$ cat config.mk
export PLATFORM = sky130hd
export DESIGN_NAME = can_tx_flat
export DESIGN_NICKNAME = d
export VERILOG_FILES = /design/src/rtl/can_tx_if.sv /design/src/rtl/can_tx.sv /design/src/flat_wrapper.sv
export SDC_FILE = /design/constraint.sdc
export NUM_CORES = 1
export LEC_CHECK = 0
export BUFFER_PORTS_ARGS = -buffer_cell sky130_fd_sc_hd__buf_2
export CAP_MARGIN = 20
export CORE_ASPECT_RATIO = 0.7
export CORE_MARGIN = 2
export CORE_UTILIZATION = 55
export CTS_CLUSTER_DIAMETER = 60
export CTS_CLUSTER_SIZE = 12
export DETAILED_ROUTE_END_ITERATION = 7
export GPL_ROUTABILITY_DRIVEN = 0
export GPL_TIMING_DRIVEN = 0
export HOLD_SLACK_MARGIN = 0.02
export PLACE_DENSITY_LB_ADDON = 0.05
export SLEW_MARGIN = 20
export SYNTH_ARGS = -nofsm -noshare
export SYNTH_HDL_FRONTEND = slang
export SYNTH_SLANG_ARGS = --single-unit
export TNS_END_PERCENT = 100
$ cat constraint.sdc
create_clock -name i_Clock -period 8.52 [get_ports i_Clock]
set_clock_uncertainty 0.2 [all_clocks]
set_input_delay 0.852 -clock i_Clock [delete_from_list [all_inputs] [get_ports i_Clock]]
set_output_delay 0.852 -clock i_Clock [all_outputs]
set_load 0.02 [all_outputs]
$ cat src/rtl/can_tx_if.sv
// can_tx_if: frame request, bus readback and status signals of the CAN transmitter.
interface can_tx_if;
  logic        i_Tx_DV;
  logic        i_Tx_Extended;
  logic        i_Tx_Remote;
  logic [28:0] i_Tx_ID;
  logic [3:0]  i_Tx_DLC;
  logic [63:0] i_Tx_Data;
  logic        i_Rx_Serial;
  logic        o_Tx_Serial;
  logic        o_Tx_Active;
  logic        o_Tx_Done;
  logic        o_Tx_Ack;

  // Transmitter side
  modport slave (
    input  i_Tx_DV, i_Tx_Extended, i_Tx_Remote, i_Tx_ID, i_Tx_DLC, i_Tx_Data, i_Rx_Serial,
    output o_Tx_Serial, o_Tx_Active, o_Tx_Done, o_Tx_Ack
  );

  // Requester side
  modport master (
    output i_Tx_DV, i_Tx_Extended, i_Tx_Remote, i_Tx_ID, i_Tx_DLC, i_Tx_Data, i_Rx_Serial,
    input  o_Tx_Serial, o_Tx_Active, o_Tx_Done, o_Tx_Ack
  );
endinterface

$ cat src/rtl/can_tx.sv
// can_tx: serializes a CAN frame (no bit stuffing) with CRC-15 and ACK-slot sampling.
module can_tx #(
  parameter int unsigned CLKS_PER_BIT = 10
) (
  input logic       i_Clock,
  input logic       i_Reset,
  can_tx_if.slave   bus
);

  localparam int unsigned CNT_W = (CLKS_PER_BIT > 1) ? $clog2(CLKS_PER_BIT) : 1;
  localparam int unsigned BIT_W = 6;
  localparam logic [CNT_W-1:0] CNT_LAST   = CNT_W'(CLKS_PER_BIT - 1);
  localparam logic [CNT_W-1:0] ACK_SAMPLE = CNT_W'((CLKS_PER_BIT - 1) / 2);

  localparam logic [3:0] S_IDLE     = 4'd0;
  localparam logic [3:0] S_SOF      = 4'd1;
  localparam logic [3:0] S_ID_A     = 4'd2;
  localparam logic [3:0] S_CTRL_STD = 4'd3;
  localparam logic [3:0] S_SRR_IDE  = 4'd4;
  localparam logic [3:0] S_ID_B     = 4'd5;
  localparam logic [3:0] S_CTRL_EXT = 4'd6;
  localparam logic [3:0] S_DLC      = 4'd7;
  localparam logic [3:0] S_DATA     = 4'd8;
  localparam logic [3:0] S_CRC      = 4'd9;
  localparam logic [3:0] S_CRC_DEL  = 4'd10;
  localparam logic [3:0] S_ACK_SLOT = 4'd11;
  localparam logic [3:0] S_ACK_DEL  = 4'd12;
  localparam logic [3:0] S_EOF      = 4'd13;
  localparam logic [3:0] S_IFS      = 4'd14;

  logic [3:0]       state_q, state_d;
  logic [BIT_W-1:0] bit_q, bit_d;
  logic [CNT_W-1:0] cnt_q, cnt_d;
  logic [14:0]      crc_q, crc_d;
  logic             serial_q, serial_d;
  logic             active_q, active_d;
  logic             done_q, done_d;
  logic             ack_q, ack_d;
  logic             ext_q, ext_d;
  logic             rtr_q, rtr_d;
  logic [28:0]      id_q, id_d;
  logic [3:0]       dlc_q, dlc_d;
  logic [63:0]      data_q, data_d;
  logic [3:0]       nbytes_q, nbytes_d;

  logic [BIT_W-1:0] field_last_c;
  logic [3:0]       next_field_c;
  logic             next_bit_c;

  // One CRC-15 step (poly 0x4599) for a single transmitted bit
  function automatic logic [14:0] crc_step(input logic [14:0] crc, input logic b);
    return {crc[13:0], 1'b0} ^ (((crc[14] ^ b) == 1'b1) ? 15'h4599 : 15'h0000);
  endfunction

  // Value on the line for bit idx of field st
  function automatic logic bit_sel(input logic [3:0] st, input logic [BIT_W-1:0] idx,
                                   input logic ext, input logic rtr, input logic [28:0] id,
                                   input logic [3:0] dlc, input logic [63:0] data,
                                   input logic [14:0] crc);
    logic b;
    b = 1'b1;
    case (st)
      S_SOF:      b = 1'b0;
      S_ID_A:     b = ext ? id[5'd28 - idx[4:0]] : id[5'd10 - idx[4:0]];
      S_CTRL_STD,
      S_CTRL_EXT: b = (idx == '0) ? rtr : 1'b0;
      S_SRR_IDE:  b = 1'b1;
      S_ID_B:     b = id[5'd17 - idx[4:0]];
      S_DLC:      b = dlc[2'd3 - idx[1:0]];
      S_DATA:     b = data[6'd63 - idx];
      S_CRC:      b = crc[4'd14 - idx[3:0]];
      default:    b = 1'b1;
    endcase
    return b;
  endfunction

  // Fields whose bits feed the CRC (SOF is always 0 and leaves a zero CRC unchanged)
  function automatic logic crc_field(input logic [3:0] st);
    return (st == S_ID_A) || (st == S_CTRL_STD) || (st == S_SRR_IDE) || (st == S_ID_B) ||
           (st == S_CTRL_EXT) || (st == S_DLC) || (st == S_DATA);
  endfunction

  // Index of the last bit in the current field
  always_comb begin
    field_last_c = '0;
    case (state_q)
      S_ID_A:     field_last_c = BIT_W'(10);
      S_CTRL_STD,
      S_CTRL_EXT: field_last_c = BIT_W'(2);
      S_SRR_IDE:  field_last_c = BIT_W'(1);
      S_ID_B:     field_last_c = BIT_W'(17);
      S_DLC:      field_last_c = BIT_W'(3);
      S_DATA:     field_last_c = BIT_W'({nbytes_q, 3'b000} - 7'd1);
      S_CRC:      field_last_c = BIT_W'(14);
      S_EOF:      field_last_c = BIT_W'(6);
      S_IFS:      field_last_c = BIT_W'(2);
      default:    field_last_c = '0;
    endcase
  end

  // Field that follows the current one
  always_comb begin
    next_field_c = S_IDLE;
    case (state_q)
      S_SOF:      next_field_c = S_ID_A;
      S_ID_A:     next_field_c = ext_q ? S_SRR_IDE : S_CTRL_STD;
      S_CTRL_STD: next_field_c = S_DLC;
      S_SRR_IDE:  next_field_c = S_ID_B;
      S_ID_B:     next_field_c = S_CTRL_EXT;
      S_CTRL_EXT: next_field_c = S_DLC;
      S_DLC:      next_field_c = (nbytes_q == 4'd0) ? S_CRC : S_DATA;
      S_DATA:     next_field_c = S_CRC;
      S_CRC:      next_field_c = S_CRC_DEL;
      S_CRC_DEL:  next_field_c = S_ACK_SLOT;
      S_ACK_SLOT: next_field_c = S_ACK_DEL;
      S_ACK_DEL:  next_field_c = S_EOF;
      S_EOF:      next_field_c = S_IFS;
      default:    next_field_c = S_IDLE;
    endcase
  end

  // Next state, counters and registered outputs; a new bit is launched when the bit time expires
  always_comb begin
    state_d    = state_q;
    bit_d      = bit_q;
    cnt_d      = cnt_q;
    crc_d      = crc_q;
    serial_d   = serial_q;
    active_d   = active_q;
    done_d     = 1'b0;
    ack_d      = ack_q;
    ext_d      = ext_q;
    rtr_d      = rtr_q;
    id_d       = id_q;
    dlc_d      = dlc_q;
    data_d     = data_q;
    nbytes_d   = nbytes_q;
    next_bit_c = 1'b1;

    if (state_q == S_IDLE) begin
      if (bus.i_Tx_DV) begin
        ext_d    = bus.i_Tx_Extended;
        rtr_d    = bus.i_Tx_Remote;
        id_d     = bus.i_Tx_ID;
        dlc_d    = bus.i_Tx_DLC;
        data_d   = bus.i_Tx_Data;
        if (bus.i_Tx_Remote)
          nbytes_d = 4'd0;
        else if (bus.i_Tx_DLC > 4'd8)
          nbytes_d = 4'd8;
        else
          nbytes_d = bus.i_Tx_DLC;
        state_d  = S_SOF;
        bit_d    = '0;
        cnt_d    = '0;
        crc_d    = '0;
        serial_d = 1'b0;
        active_d = 1'b1;
        ack_d    = 1'b0;
      end
    end else begin
      if ((state_q == S_ACK_SLOT) && (cnt_q == ACK_SAMPLE) && !bus.i_Rx_Serial)
        ack_d = 1'b1;
      if (cnt_q == CNT_LAST) begin
        cnt_d = '0;
        if (bit_q == field_last_c) begin
          bit_d   = '0;
          state_d = next_field_c;
        end else begin
          bit_d = bit_q + BIT_W'(1);
        end
        if (state_d == S_IDLE) begin
          serial_d = 1'b1;
          active_d = 1'b0;
          done_d   = 1'b1;
        end else begin
          next_bit_c = bit_sel(state_d, bit_d, ext_q, rtr_q, id_q, dlc_q, data_q, crc_q);
          serial_d   = next_bit_c;
          if (crc_field(state_d))
            crc_d = crc_step(crc_q, next_bit_c);
        end
      end else begin
        cnt_d = cnt_q + CNT_W'(1);
      end
    end
  end

  // State and datapath registers
  always_ff @(posedge i_Clock or posedge i_Reset) begin
    if (i_Reset) begin
      state_q  <= S_IDLE;
      bit_q    <= '0;
      cnt_q    <= '0;
      crc_q    <= '0;
      serial_q <= 1'b1;
      active_q <= 1'b0;
      done_q   <= 1'b0;
      ack_q    <= 1'b0;
      ext_q    <= 1'b0;
      rtr_q    <= 1'b0;
      id_q     <= '0;
      dlc_q    <= '0;
      data_q   <= '0;
      nbytes_q <= '0;
    end else begin
      state_q  <= state_d;
      bit_q    <= bit_d;
      cnt_q    <= cnt_d;
      crc_q    <= crc_d;
      serial_q <= serial_d;
      active_q <= active_d;
      done_q   <= done_d;
      ack_q    <= ack_d;
      ext_q    <= ext_d;
      rtr_q    <= rtr_d;
      id_q     <= id_d;
      dlc_q    <= dlc_d;
      data_q   <= data_d;
      nbytes_q <= nbytes_d;
    end
  end

  assign bus.o_Tx_Serial = serial_q;
  assign bus.o_Tx_Active = active_q;
  assign bus.o_Tx_Done   = done_q;
  assign bus.o_Tx_Ack    = ack_q;

endmodule
$ cat src/flat_wrapper.sv
// flat-port wrapper written by rule: the top's interface ports become plain ports
module can_tx_flat 
#(
  parameter int unsigned CLKS_PER_BIT = 10
)
  (i_Clock, i_Reset, bus_i_Tx_DV, bus_i_Tx_Extended, bus_i_Tx_Remote, bus_i_Tx_ID, bus_i_Tx_DLC, bus_i_Tx_Data, bus_i_Rx_Serial, bus_o_Tx_Serial, bus_o_Tx_Active, bus_o_Tx_Done, bus_o_Tx_Ack);
  can_tx_if bus_i ();
  input logic i_Clock;
  input logic i_Reset;
  input wire logic [$bits(bus_i.i_Tx_DV)-1:0] bus_i_Tx_DV;
  input wire logic [$bits(bus_i.i_Tx_Extended)-1:0] bus_i_Tx_Extended;
  input wire logic [$bits(bus_i.i_Tx_Remote)-1:0] bus_i_Tx_Remote;
  input wire logic [$bits(bus_i.i_Tx_ID)-1:0] bus_i_Tx_ID;
  input wire logic [$bits(bus_i.i_Tx_DLC)-1:0] bus_i_Tx_DLC;
  input wire logic [$bits(bus_i.i_Tx_Data)-1:0] bus_i_Tx_Data;
  input wire logic [$bits(bus_i.i_Rx_Serial)-1:0] bus_i_Rx_Serial;
  output wire logic [$bits(bus_i.o_Tx_Serial)-1:0] bus_o_Tx_Serial;
  output wire logic [$bits(bus_i.o_Tx_Active)-1:0] bus_o_Tx_Active;
  output wire logic [$bits(bus_i.o_Tx_Done)-1:0] bus_o_Tx_Done;
  output wire logic [$bits(bus_i.o_Tx_Ack)-1:0] bus_o_Tx_Ack;
  assign bus_i.i_Tx_DV = bus_i_Tx_DV;
  assign bus_i.i_Tx_Extended = bus_i_Tx_Extended;
  assign bus_i.i_Tx_Remote = bus_i_Tx_Remote;
  assign bus_i.i_Tx_ID = bus_i_Tx_ID;
  assign bus_i.i_Tx_DLC = bus_i_Tx_DLC;
  assign bus_i.i_Tx_Data = bus_i_Tx_Data;
  assign bus_i.i_Rx_Serial = bus_i_Rx_Serial;
  assign bus_o_Tx_Serial = bus_i.o_Tx_Serial;
  assign bus_o_Tx_Active = bus_i.o_Tx_Active;
  assign bus_o_Tx_Done = bus_i.o_Tx_Done;
  assign bus_o_Tx_Ack = bus_i.o_Tx_Ack;
  can_tx #(.CLKS_PER_BIT(CLKS_PER_BIT)) u_core (.i_Clock(i_Clock), .i_Reset(i_Reset), .bus(bus_i));
endmodule
==> results of run 1 <==
final cells by class:
| class | instances | area [um^2] |
|---|---|---|
| fill | 1327 | 5010 |
| multi-input combinational | 783 | 4619 |
| timing repair buffer | 107 | 558.0 |
| sequential | 136 | 3405 |
| clock inverter | 13 | 132.6 |
| buffer | 78 | 331.6 |
| tap | 195 | 244.0 |
| clock buffer | 19 | 442.9 |
| inverter | 17 | 71.32 |
metrics by stage:
stage	instances	util [%]	hold slack (ps)	area (um^2)
final	1348	66.18	223.9	9804
after global routing	1348	66.18	275.2	9804
after CTS	1348	66.18	256.7	9804
after detailed placement	1316	62.30	259.7	9229
after global placement	1315	62.06	256.2	9194
after floorplan	1014	-	237.4	8419
cells by family (layout without fill, tap and decap cells):
kind of cell,count (synthesis),count (layout),share of synthesized area [%]
AND/OR/NAND/NOR,529,529,27.17
AO/OA/AOI/OAI,180,180,15.25
buffers and inverters,95,234,4.696
flip-flops,136,136,40.44
XOR/XNOR,23,23,3.299
multiplexers,45,45,8.263
adder cells (fa/ha/maj),6,6,0.8916
sequential cells by signal, summed over array words and instances, names as in the netlist:
signal,count
u_core.cnt_q,4
u_core.bus.o_Tx_Active,1
u_core.bit_q,6
u_core.bus.o_Tx_Serial,1
u_core.id_q,29
u_core.crc_q,15
u_core.dlc_q,4
u_core.bus.o_Tx_Done,1
u_core.ext_q,1
u_core.rtr_q,1
u_core.state_q,4
u_core.nbytes_q,4
u_core.bus.o_Tx_Ack,1
u_core.data_q,64
cell usage after synthesis, types with 4 or more instances:
library cell	n	area share, %
nand3b_1	5	0.45
nand2_1	365	16
buf_2	13	0.77
and3_1	7	0.52
a32o_1	4	0.48
nor3_1	14	0.83
o32ai_1	4	0.42
inv_1	17	0.76
xor2_1	4	0.42
nand2b_1	11	0.82
nor2b_1	8	0.59
o22ai_1	10	0.74
mux2_2	6	0.80
xnor3_1	5	1.3
o31ai_1	5	0.45
clkbuf_1	55	2.5
buf_1	7	0.31
o31a_1	5	0.52
a211oi_1	7	0.62
a21o_1	10	0.89
ha_1	6	0.89
nor4_1	5	0.37
a221oi_1	5	0.52
nor2_1	53	2.4
mux2i_1	20	2.4
a211o_1	4	0.42
mux4_2	19	5.1
dfrtp_1	135	40
xnor2_1	13	1.4
and2_1	6	0.45
nand3_1	21	1.2
a21oi_1	17	1.0
nand4_1	6	0.45
o21ai_0	52	3.1
nor3b_1	7	0.62
a31oi_1	10	0.74
report_power, final:
part | switching, mW | leakage, nW | internal (mW)
Clock | 0.325 | 0.270 | 0.416
Combinational | 1.46 | 2.59 | 0.961
Sequential | 0.222 | 1.72 | 0.923
Total | 2.01 | 4.58 | 2.30
per-layer routing:
layer	track usage [%]	up-vias
met3	8.897	92
met4	11.08	0
li1	-	3760
met1	49.06	3880
met2	49.10	528
met5	0	-
worst max-delay path: cells and delay by family, from the launching register on:
kind            cells  cell delay [ps]
simple gates        3              540
mux                 3              840
flops               1              520
buf+inv             7             3100
fa+ha+maj           2              650
compound gates      2              360
how the worst max path moves through the flow:
stage                                    from                                  to  slack, ps  cells past startpoint
2_1_floorplan  u_core.nbytes_q[0]$_DFFE_PP0P_        u_core.crc_q[10]$_DFFE_PP0P_       3690                     19
3_3_place_gp                          i_Reset  u_core.bus.o_Tx_Active$_DFFE_PP0P_       2190                      2
3_5_place_dp      u_core.bit_q[1]$_DFFE_PP0P_         u_core.crc_q[8]$_DFFE_PP0P_       2390                     17
4_1_cts           u_core.bit_q[1]$_DFFE_PP0P_         u_core.crc_q[8]$_DFFE_PP0P_       2360                     17
5_1_grt           u_core.bit_q[1]$_DFFE_PP0P_        u_core.crc_q[14]$_DFFE_PP0P_       1850                     17
6_report          u_core.bit_q[1]$_DFFE_PP0P_        u_core.crc_q[14]$_DFFE_PP0P_       2210                     17
==> flow_metrics.tcl, run 1 <==
set metrics [dict create \
    critPathArrivalTime_ps 6470 \
    clk_pin_slew_ps 60 \
    synth_edf_count 0 \
    yosysSeqAreaShare_pct 40.44 \
    numCtsBuffers 17 \
    cts_buffer_depth 2 \
    worstPathMaxFanout 10 \
    clock_latency_ps 440 \
    grt_use_total_pct 33.68 \
    port_buffers 106 \
    hpwl_mm 18.97 \
    design_power_total_mw 4.311 \
    status "complete, no violations" \
    yosysUniqueCellTypes 81 \
    reg2reg_setup_slack_ps 2210 \
    rsz0062_at_grt "false" \
    fin_crit_ps 6307 \
    maxSlewHeadroom_pct 29.35 \
    yosysWarnings 0 \
    numClockSinks 136 \
    reg2reg_from "u_core.bit_q[1]$_DFFE_PP0P_" \
    final_common_cell "nand2_1" \
    crit_type "flip-flop to flip-flop" \
    m1WireLength_mm 11.66 \
    synthToLayoutAreaGrowth_pct 16.45 \
    dieWidth_um 151.9 \
    pre_cts_slack_ps 2386 \
    die_height_um 107.5 \
    end_kind "flip-flop" \
    grt_pass1_vias 7947 \
    tightest_slew_ps 1052 \
    ctsHtreeMaxLevel 4 \
    fin_crit_sh_pct 74.03 \
    ctsHoldBuffers 0 \
    cts_tree "done" \
    peakVddDrop_mv 0.1935 \
    cts_root_buffer "clkbuf_16" \
    ff2ff_path_depth 17 \
    synth-async-reset-ratio_pct 100.0 \
    p_per_area_nw_per_um2 439.7 \
    ant_nets 0 \
    top_layer "met4" \
    synth_top_flop_cell "dfrtp_1" \
    core_um2 14810 \
    wirelength_mm 26.33 \
    grt_overflow 0 \
    syn_nets 1123 \
    mostFrequentLayoutCells "nand2_1 (365), dfrtp_1 (135), buf_2 (119), clkbuf_1 (56), nor2_1 (53)" \
    rows 37 \
    cp-start-kind "flip-flop" \
    grt_pass1_wl_mm 42.69 \
    max_stage_delay_ps 660 \
    viasPerCell 6.128 \
    layout-drive-gt1-share_pct 17.43 \
    p_leak_nw 4.583 \
    postSynthAreaPerCell_um2 8.303 \
    antenna_found_initial 0 \
    wl_per_cell_um 19.53 \
    first_pass_iters 6 \
    finalHoldViolCount 0 \
    synth_seq_cells 136 \
    max_freq_mhz 158.6 \
    ctsResizeCount 0 \
    wl_met3_mm 3.084 \
    first_iter_violations 1159 \
    post_cts_buffers 0 \
    vias 8260 \
    finalSetupTns_ps 0 \
    syn_inst 1014 \
    worstReg2RegEnd "u_core.crc_q[14]$_DFFE_PP0P_" \
    drcViolationCount 0 \
    crit_top_cell "clkbuf_1" \
    route.met2.wl_mm 10.85 \
    slew_viol_final 0 \
    io_pins 107 \
    crit_path_cell_trace "ha_1 -> buf_2 -> buf_1 -> clkbuf_1 -> clkbuf_1 -> nand2_1 -> ha_1 -> buf_1 -> clkbuf_1 -> mux4_2 -> nand4_1 -> a41oi_1 -> nor4_1 -> o41a_1 -> buf_6 -> mux2i_1 -> mux2i_1" \
    maxCapViolations 0 \
    grt_max_degree 77 \
    antenna_cells 0 \
    worstPathRequired_ps 8680 \
    worst_path_max_delay_cell "clkbuf_1" \
    finalNetCount 1249 \
    syn-cell-area_um2 8419 \
    start_util_pct 56.83 \
    die-area_um2 16330 \
    hp-class "primary input to async pin" \
    layout_setup_ws_ps 2213 \
    setup_violations 0 \
]
Power figures use the tool's default switching activity.
==> run 2: changes to the inputs <==
--- a/config.mk
+++ b/config.mk
@@ -9,7 +9,7 @@
 export CAP_MARGIN = 20
 export CORE_ASPECT_RATIO = 0.7
 export CORE_MARGIN = 2
-export CORE_UTILIZATION = 55
+export CORE_UTILIZATION = 53
 export CTS_CLUSTER_DIAMETER = 60
 export CTS_CLUSTER_SIZE = 12
 export DETAILED_ROUTE_END_ITERATION = 7
==> constraint.sdc (replaced) <==
create_clock -name i_Clock -period 5.1 [get_ports i_Clock]
set_clock_uncertainty 0.2 [all_clocks]
set_input_delay 0.51 -clock i_Clock [delete_from_list [all_inputs] [get_ports i_Clock]]
set_output_delay 0.51 -clock i_Clock [all_outputs]
set_load 0.02 [all_outputs]
==> run 2 against run 1 <==
  * Die area up 3.7%
  * Worst hold slack got worse by 170 ps
  * Flip-flop and latch count stayed put
  * Via count down 0.92%
  * Maximum frequency grew 29%
  * Non-clock buffer count increased by 10
  * Worst setup slack got worse by 2000 ps
  * Combinational power is 80% higher
  * Clock-buffer cell count unchanged
  * Power rose by 76%
  * Critical endpoint unchanged
  * Sequential power grew 68%
==> flow_metrics.tcl, run 2 (synthesis results as in run 1) <==
set metrics [dict create \
    status "complete, no violations" \
    first_pass_iters 6 \
    hold_end "u_core.data_q[21]$_DFFE_PP0P_" \
    layout_setup_ws_ps 219.6 \
    p_per_area_nw_per_um2 756.1 \
    io_pins 107 \
    hpwl_mm 19.23 \
    ant_nets 0 \
    wirelength_mm 26.88 \
    fill_cells 1383 \
    grt_pass1_wl_mm 42.57 \
    setup_violations 0 \
    core_um2 15500 \
    mostFrequentLayoutCells "nand2_1 (364), dfrtp_1 (135), buf_2 (115), clkbuf_1 (53), nor2_1 (52)" \
    ctsHtreeMaxLevel 4 \
    cts_tree "done" \
    critPathArrivalTime_ps 5030 \
    hp-start "bus_i_Tx_Data[21]" \
    antenna_found_initial 0 \
    final_common_cell "nand2_1" \
    rows 38 \
    antenna_cells 0 \
    layout-drive-gt1-share_pct 19.26 \
    multi_input_area_um2 4684 \
    viasPerCell 6.004 \
    worstReg2RegEnd "u_core.crc_q[14]$_DFFE_PP0P_" \
    peakVddDrop_mv 0.3548 \
    cts_buffer_depth 2 \
    max_freq_mhz 204.9 \
    grt_overflow 0 \
    seq_area_um2 3405 \
    tightest_slew_ps 1050 \
    die_height_um 109.5 \
    slew_viol_final 0 \
    hp-class "primary input to flip-flop" \
    maxCapViolations 0 \
    grt_max_degree 74 \
    crit_type "flip-flop to flip-flop" \
    cts_root_buffer "clkbuf_16" \
    crit_top_cell "buf_6" \
    die-area_um2 16930 \
    top_regs "u_core.data_q (64), u_core.id_q (29), u_core.crc_q (15)" \
    hold_depth 3 \
    p_leak_nw 4.699 \
    synthToLayoutAreaGrowth_pct 19.17 \
    numCtsBuffers 17 \
    rsz0062_at_grt "false" \
    cp-start-kind "flip-flop" \
    maxSlewHeadroom_pct 29.46 \
    grt_pass1_vias 7781 \
    clock_latency_ps 440 \
    design_power_total_mw 7.587 \
    finalNetCount 1259 \
    fin_crit_ps 4880 \
    first_iter_violations 1080 \
    finish.utilization_pct 64.73 \
    start_util_pct 54.32 \
    drcViolationCount 0 \
    worstPathRequired_ps 5250 \
    largest_register_ffs 64 \
    end_kind "flip-flop" \
    fin_crit_sh_pct 95.69 \
    port_buffers 106 \
    reg2reg_setup_slack_ps 220 \
    grt_use_total_pct 33.08 \
    worst_path_max_delay_cell "or4b_4" \
    vias 8184 \
    reg2reg_from "u_core.state_q[2]$_DFFE_PP0P_" \
    clk_pin_slew_ps 70 \
    wl_per_cell_um 19.72 \
    max_stage_delay_ps 590 \
    regMostFlops "u_core.data_q" \
    pre_cts_slack_ps -1153 \
    dieWidth_um 154.6 \
    crit_path_cell_trace "buf_6 -> or4b_4 -> o31a_1 -> xor2_1 -> nand3_2 -> buf_6 -> buf_6 -> nand2_2 -> ha_4 -> mux2_2 -> o21ai_0 -> a22oi_1 -> o21ai_1 -> o2111ai_1 -> nor3b_2 -> nand3_1 -> o41a_1 -> buf_6 -> mux2i_2 -> mux2i_1" \
    numClockSinks 136 \
    worstPathMaxFanout 10 \
    ff2ff_path_depth 20 \
    finalHoldViolCount 0 \
]
-- run 2: report_power, final --
group	internal [mW]	switching (mW)
clock network	0.799	0.502
registers	1.54	0.372
logic	1.83	2.54
total	4.17	3.42
-- run 2: worst max-delay path, delay by kind of cell (launching register included) --
family	cells	cell delay, ps
AOI/OAI and AO/OA	6	1060
xor gates and xnor gates	1	560
adders and majority gates	1	240
buffers and inverters	4	590
DFF	1	370
muxes	3	610
and+or+nand+nor	5	1150
-- run 2: timing repair --
action | CTS | global route
buffers inserted | 1 | 11
pin swaps | 1 | 8
gates resized for setup | 14 | 10
endpoints found under the setup margin | 8 | 8
hold buffers | 1 | 0
hold endpoints to repair | 62 | 0
-- run 2: layout make-up --
| type | count | share of cell area (%) |
|---|---|---|
| Clock inverter | 13 | 1.683 |
| Sequential cell | 136 | 33.93 |
| Multi-Input combinational cell | 783 | 46.69 |
| Inverter | 17 | 0.7108 |
| Tap cell | 200 | 2.494 |
| Timing Repair Buffer | 120 | 6.559 |
| Buffer | 75 | 3.417 |
| Clock buffer | 19 | 4.514 |
-- run 2: worst max path at each step --
stage	startpoint	end	slack, ps
floorplan	u_core.nbytes_q[0]$_DFFE_PP0P_	u_core.crc_q[10]$_DFFE_PP0P_	270
global placement	u_core.bit_q[1]$_DFFE_PP0P_	u_core.crc_q[8]$_DFFE_PP0P_	-1120
detailed placement	u_core.bit_q[1]$_DFFE_PP0P_	u_core.crc_q[3]$_DFFE_PP0P_	-1150
CTS	u_core.nbytes_q[0]$_DFFE_PP0P_	u_core.crc_q[3]$_DFFE_PP0P_	30
global route	u_core.nbytes_q[0]$_DFFE_PP0P_	u_core.crc_q[14]$_DFFE_PP0P_	20
finish	u_core.state_q[2]$_DFFE_PP0P_	u_core.crc_q[14]$_DFFE_PP0P_	220
-- run 2: stage by stage --
step / instances / hold WS (ps) / cell area [um^2] / setup TNS [ps]
after detailed placement: 1321 / 259.3 / 9235 / -8627
final: 1363 / 56.71 / 10030 / 0
after CTS: 1353 / 53.08 / 9920 / 0
after global routing: 1363 / 57.23 / 10030 / 0
after floorplan: 1014 / 237.4 / 8419 / 0
after global placement: 1320 / 253.8 / 9200 / -126790
-- run 2: routing by layer --
layer / vias up / routed length [um] / track usage, %
li1: 3776 / - / -
met1: 3836 / 12010 / 47.39
met2: 503 / 10990 / 47.32
met3: 69 / 3175 / 11.08
met4: 0 / 708 / 10.98
met5: - / 0 / 0
==> run 3: changes to the inputs <==
--- a/config.mk
+++ b/config.mk
@@ -9,7 +9,7 @@
 export CAP_MARGIN = 20
 export CORE_ASPECT_RATIO = 0.7
 export CORE_MARGIN = 2
-export CORE_UTILIZATION = 53
+export CORE_UTILIZATION = 45
 export CTS_CLUSTER_DIAMETER = 60
 export CTS_CLUSTER_SIZE = 12
 export DETAILED_ROUTE_END_ITERATION = 7
==> run 3 against run 2 <==
  * Register-to-register slack worse by 80 ps
  * Maximum frequency is 1.6% lower
  * Worst hold slack better by 4.3 ps
  * Clock-buffer cell count is 1 higher
  * Largest power group unchanged
  * Critical endpoint is now u_core.crc_q[10]$_DFFE_PP0P_
  * Combinational power hardly changed
  * The run now ends with DRC left
  * Sequential share of layout area is 0.080 points lower
  * Cell count is 2.3% higher
==> flow_metrics.tcl, run 3 (synthesis results as in run 1) <==
set metrics [dict create \
    status "finished, violations left" \
    violations "DRC" \
    cp-start-kind "flip-flop" \
    first_pass_iters 8 \
    fin_crit_sh_pct 97.23 \
    hp-class "primary input to flip-flop" \
    antenna_found_initial 0 \
    hpwl_mm 20.02 \
    core_um2 18160 \
    clock_latency_ps 430 \
    layout_setup_ws_ps 141.3 \
    mostFrequentLayoutCells "nand2_1 (364), dfrtp_1 (135), buf_2 (115), clkbuf_1 (53), nor2_1 (53)" \
    final_common_cell "nand2_1" \
    dp_cells 1357 \
    power.switching_mw 3.443 \
    rows 41 \
    port_buffers 106 \
    ant_nets 0 \
    max_stage_delay_ps 570 \
    layout-drive-gt1-share_pct 18.81 \
    fin_crit_ps 4959 \
    io_pins 107 \
    crit_top_cell "buf_6" \
    critPathArrivalTime_ps 5080 \
    start_util_pct 46.36 \
    grt_pass1_vias 7783 \
    worstPathRequired_ps 5220 \
    max_freq_mhz 201.7 \
    worst_path_max_delay_cell "or4b_4" \
    finalHoldViolCount 0 \
    p_leak_nw 4.673 \
    dieWidth_um 167.5 \
    tightest_slew_ps 1204 \
    finish.utilization_pct 55.38 \
    vias 8113 \
    die-area_um2 19840 \
    peakVddDrop_mv 0.2870 \
    largest_register_ffs 64 \
    pre_cts_slack_ps -1261 \
    numCtsBuffers 17 \
    cts_root_buffer "clkbuf_16" \
    end_kind "flip-flop" \
    crit_type "flip-flop to flip-flop" \
    cts_buffer_depth 2 \
    die_height_um 118.4 \
    combPwrFrac_pct 57.6 \
    grt_pass1_wl_mm 43.63 \
    crit_path_cell_trace "inv_1 -> ha_1 -> or4b_4 -> a211o_1 -> o2111a_2 -> nand3_1 -> buf_6 -> buf_6 -> nand2_2 -> ha_4 -> clkbuf_4 -> mux4_2 -> nand4_1 -> a41oi_1 -> nor4_1 -> o41a_1 -> buf_6 -> xnor3_1 -> a21o_1" \
    power.share.clock_pct 17.3 \
    ctsHtreeMaxLevel 4 \
    instances_no_fill 1395 \
    slew_viol_final 0 \
    viasPerCell 5.816 \
    grt_max_degree 93 \
    synthToLayoutAreaGrowth_pct 19.45 \
    first_iter_violations 925 \
    finalNetCount 1255 \
    grt_overflow 0 \
    finalSetupTns_ps 0 \
    numClockSinks 136 \
    maxCapViolations 0 \
    p_seq_share_pct 25.1 \
    drcViolationCount 6 \
    p_per_area_nw_per_um2 757.7 \
    worstPathMaxFanout 10 \
    crit_buf_inv 5 \
    antenna_cells 0 \
    cts_tree "done" \
    maxSlewHeadroom_pct 19.15 \
    finish.instance_area_um2 10060 \
    top_regs "u_core.data_q (64), u_core.id_q (29), u_core.crc_q (15)" \
    wirelength_mm 27.72 \
    p_int_mw 4.177 \
    clk_pin_slew_ps 60 \
    critPathTopFamily "simple AND/OR/NAND/NOR gates" \
    setup_violations 0 \
    grt_use_total_pct 28.69 \
    swShare_pct 45.18 \
    regMostFlops "u_core.data_q" \
    wl_per_cell_um 19.87 \
    placed_cell_area_um2 9280 \
]
run 3: repair_timing:
action                                 4_1_cts  5_1_grt
setup buffers                                3        5
endpoints found under the hold margin       43        0
pin swaps                                    2        6
hold buffers                                 1        0
setup endpoints to repair                    8        8
resized for setup                           13       11
run 3: cell type report:
type	instances	area (um^2)
Multi-Input combinational cell	783	4686
Timing Repair Buffer	116	628.1
Inverter	17	71.32
Fill cell	1753	8103
Tap cell	236	295.3
Buffer	75	350.3
Sequential cell	136	3405
Clock buffer	20	456.7
Clock inverter	12	165.2
run 3: worst paths after layout:
| path | from | end | slack (ps) | cells after the start |
|---|---|---|---|---|
| setup / recovery | u_core.nbytes_q[0]$_DFFE_PP0P_ | u_core.crc_q[10]$_DFFE_PP0P_ | 140 | 19 |
| hold / removal | bus_i_Tx_Data[27] | u_core.data_q[27]$_DFFE_PP0P_ | 60 | 3 |
| setup reg to reg | u_core.nbytes_q[0]$_DFFE_PP0P_ | u_core.crc_q[10]$_DFFE_PP0P_ | 140 | 19 |
| hold reg to reg | u_core.data_q[44]$_DFFE_PP0P_ | u_core.data_q[44]$_DFFE_PP0P_ | 270 | 2 |
| max in group asynchronous | i_Reset | u_core.crc_q[10]$_DFFE_PP0P_ | 3510 | 4 |
| min in group asynchronous | i_Reset | u_core.data_q[40]$_DFFE_PP0P_ | 420 | 3 |
run 3: layer usage:
layer | global-route usage, % | wire (um)
met5 | 0 | 0
met4 | 9.674 | 679
met3 | 7.803 | 2808
met2 | 39.21 | 11260
met1 | 43.46 | 12970
run 3: metrics by stage:
stage | power [mW] | hold WS, ps
finish | 7.620 | 60.99
global route | 8.063 | 67.28
CTS | 7.378 | 57.41
detailed placement | 5.872 | 257.1
global placement | 5.851 | 252.6
floorplan | 4.711 | 237.4
run 3: power by group through the flow:
| stage | registers [mW] | logic (mW) | clock network [mW] |
|---|---|---|---|
| after floorplan | 1.78 | 2.93 | 0 |
| after global placement | 1.90 | 3.95 | 0 |
| after detailed placement | 1.90 | 3.97 | 0 |
| after CTS | 1.90 | 4.15 | 1.33 |
| after global routing | 1.96 | 4.72 | 1.38 |
| final | 1.91 | 4.39 | 1.32 |
run 3: worst reg2reg max path: cells and delay by family (launching register included):
| kind | cells | cell delay, ps |
|---|---|---|
| XOR/XNOR | 1 | 220 |
| flip-flops | 1 | 350 |
| buffers and inverters | 5 | 770 |
| adder cells (fa/ha/maj) | 2 | 670 |
| AO/OA/AOI/OAI | 5 | 1120 |
| multiplexers | 1 | 310 |
| AND/OR/NAND/NOR | 5 | 1240 |
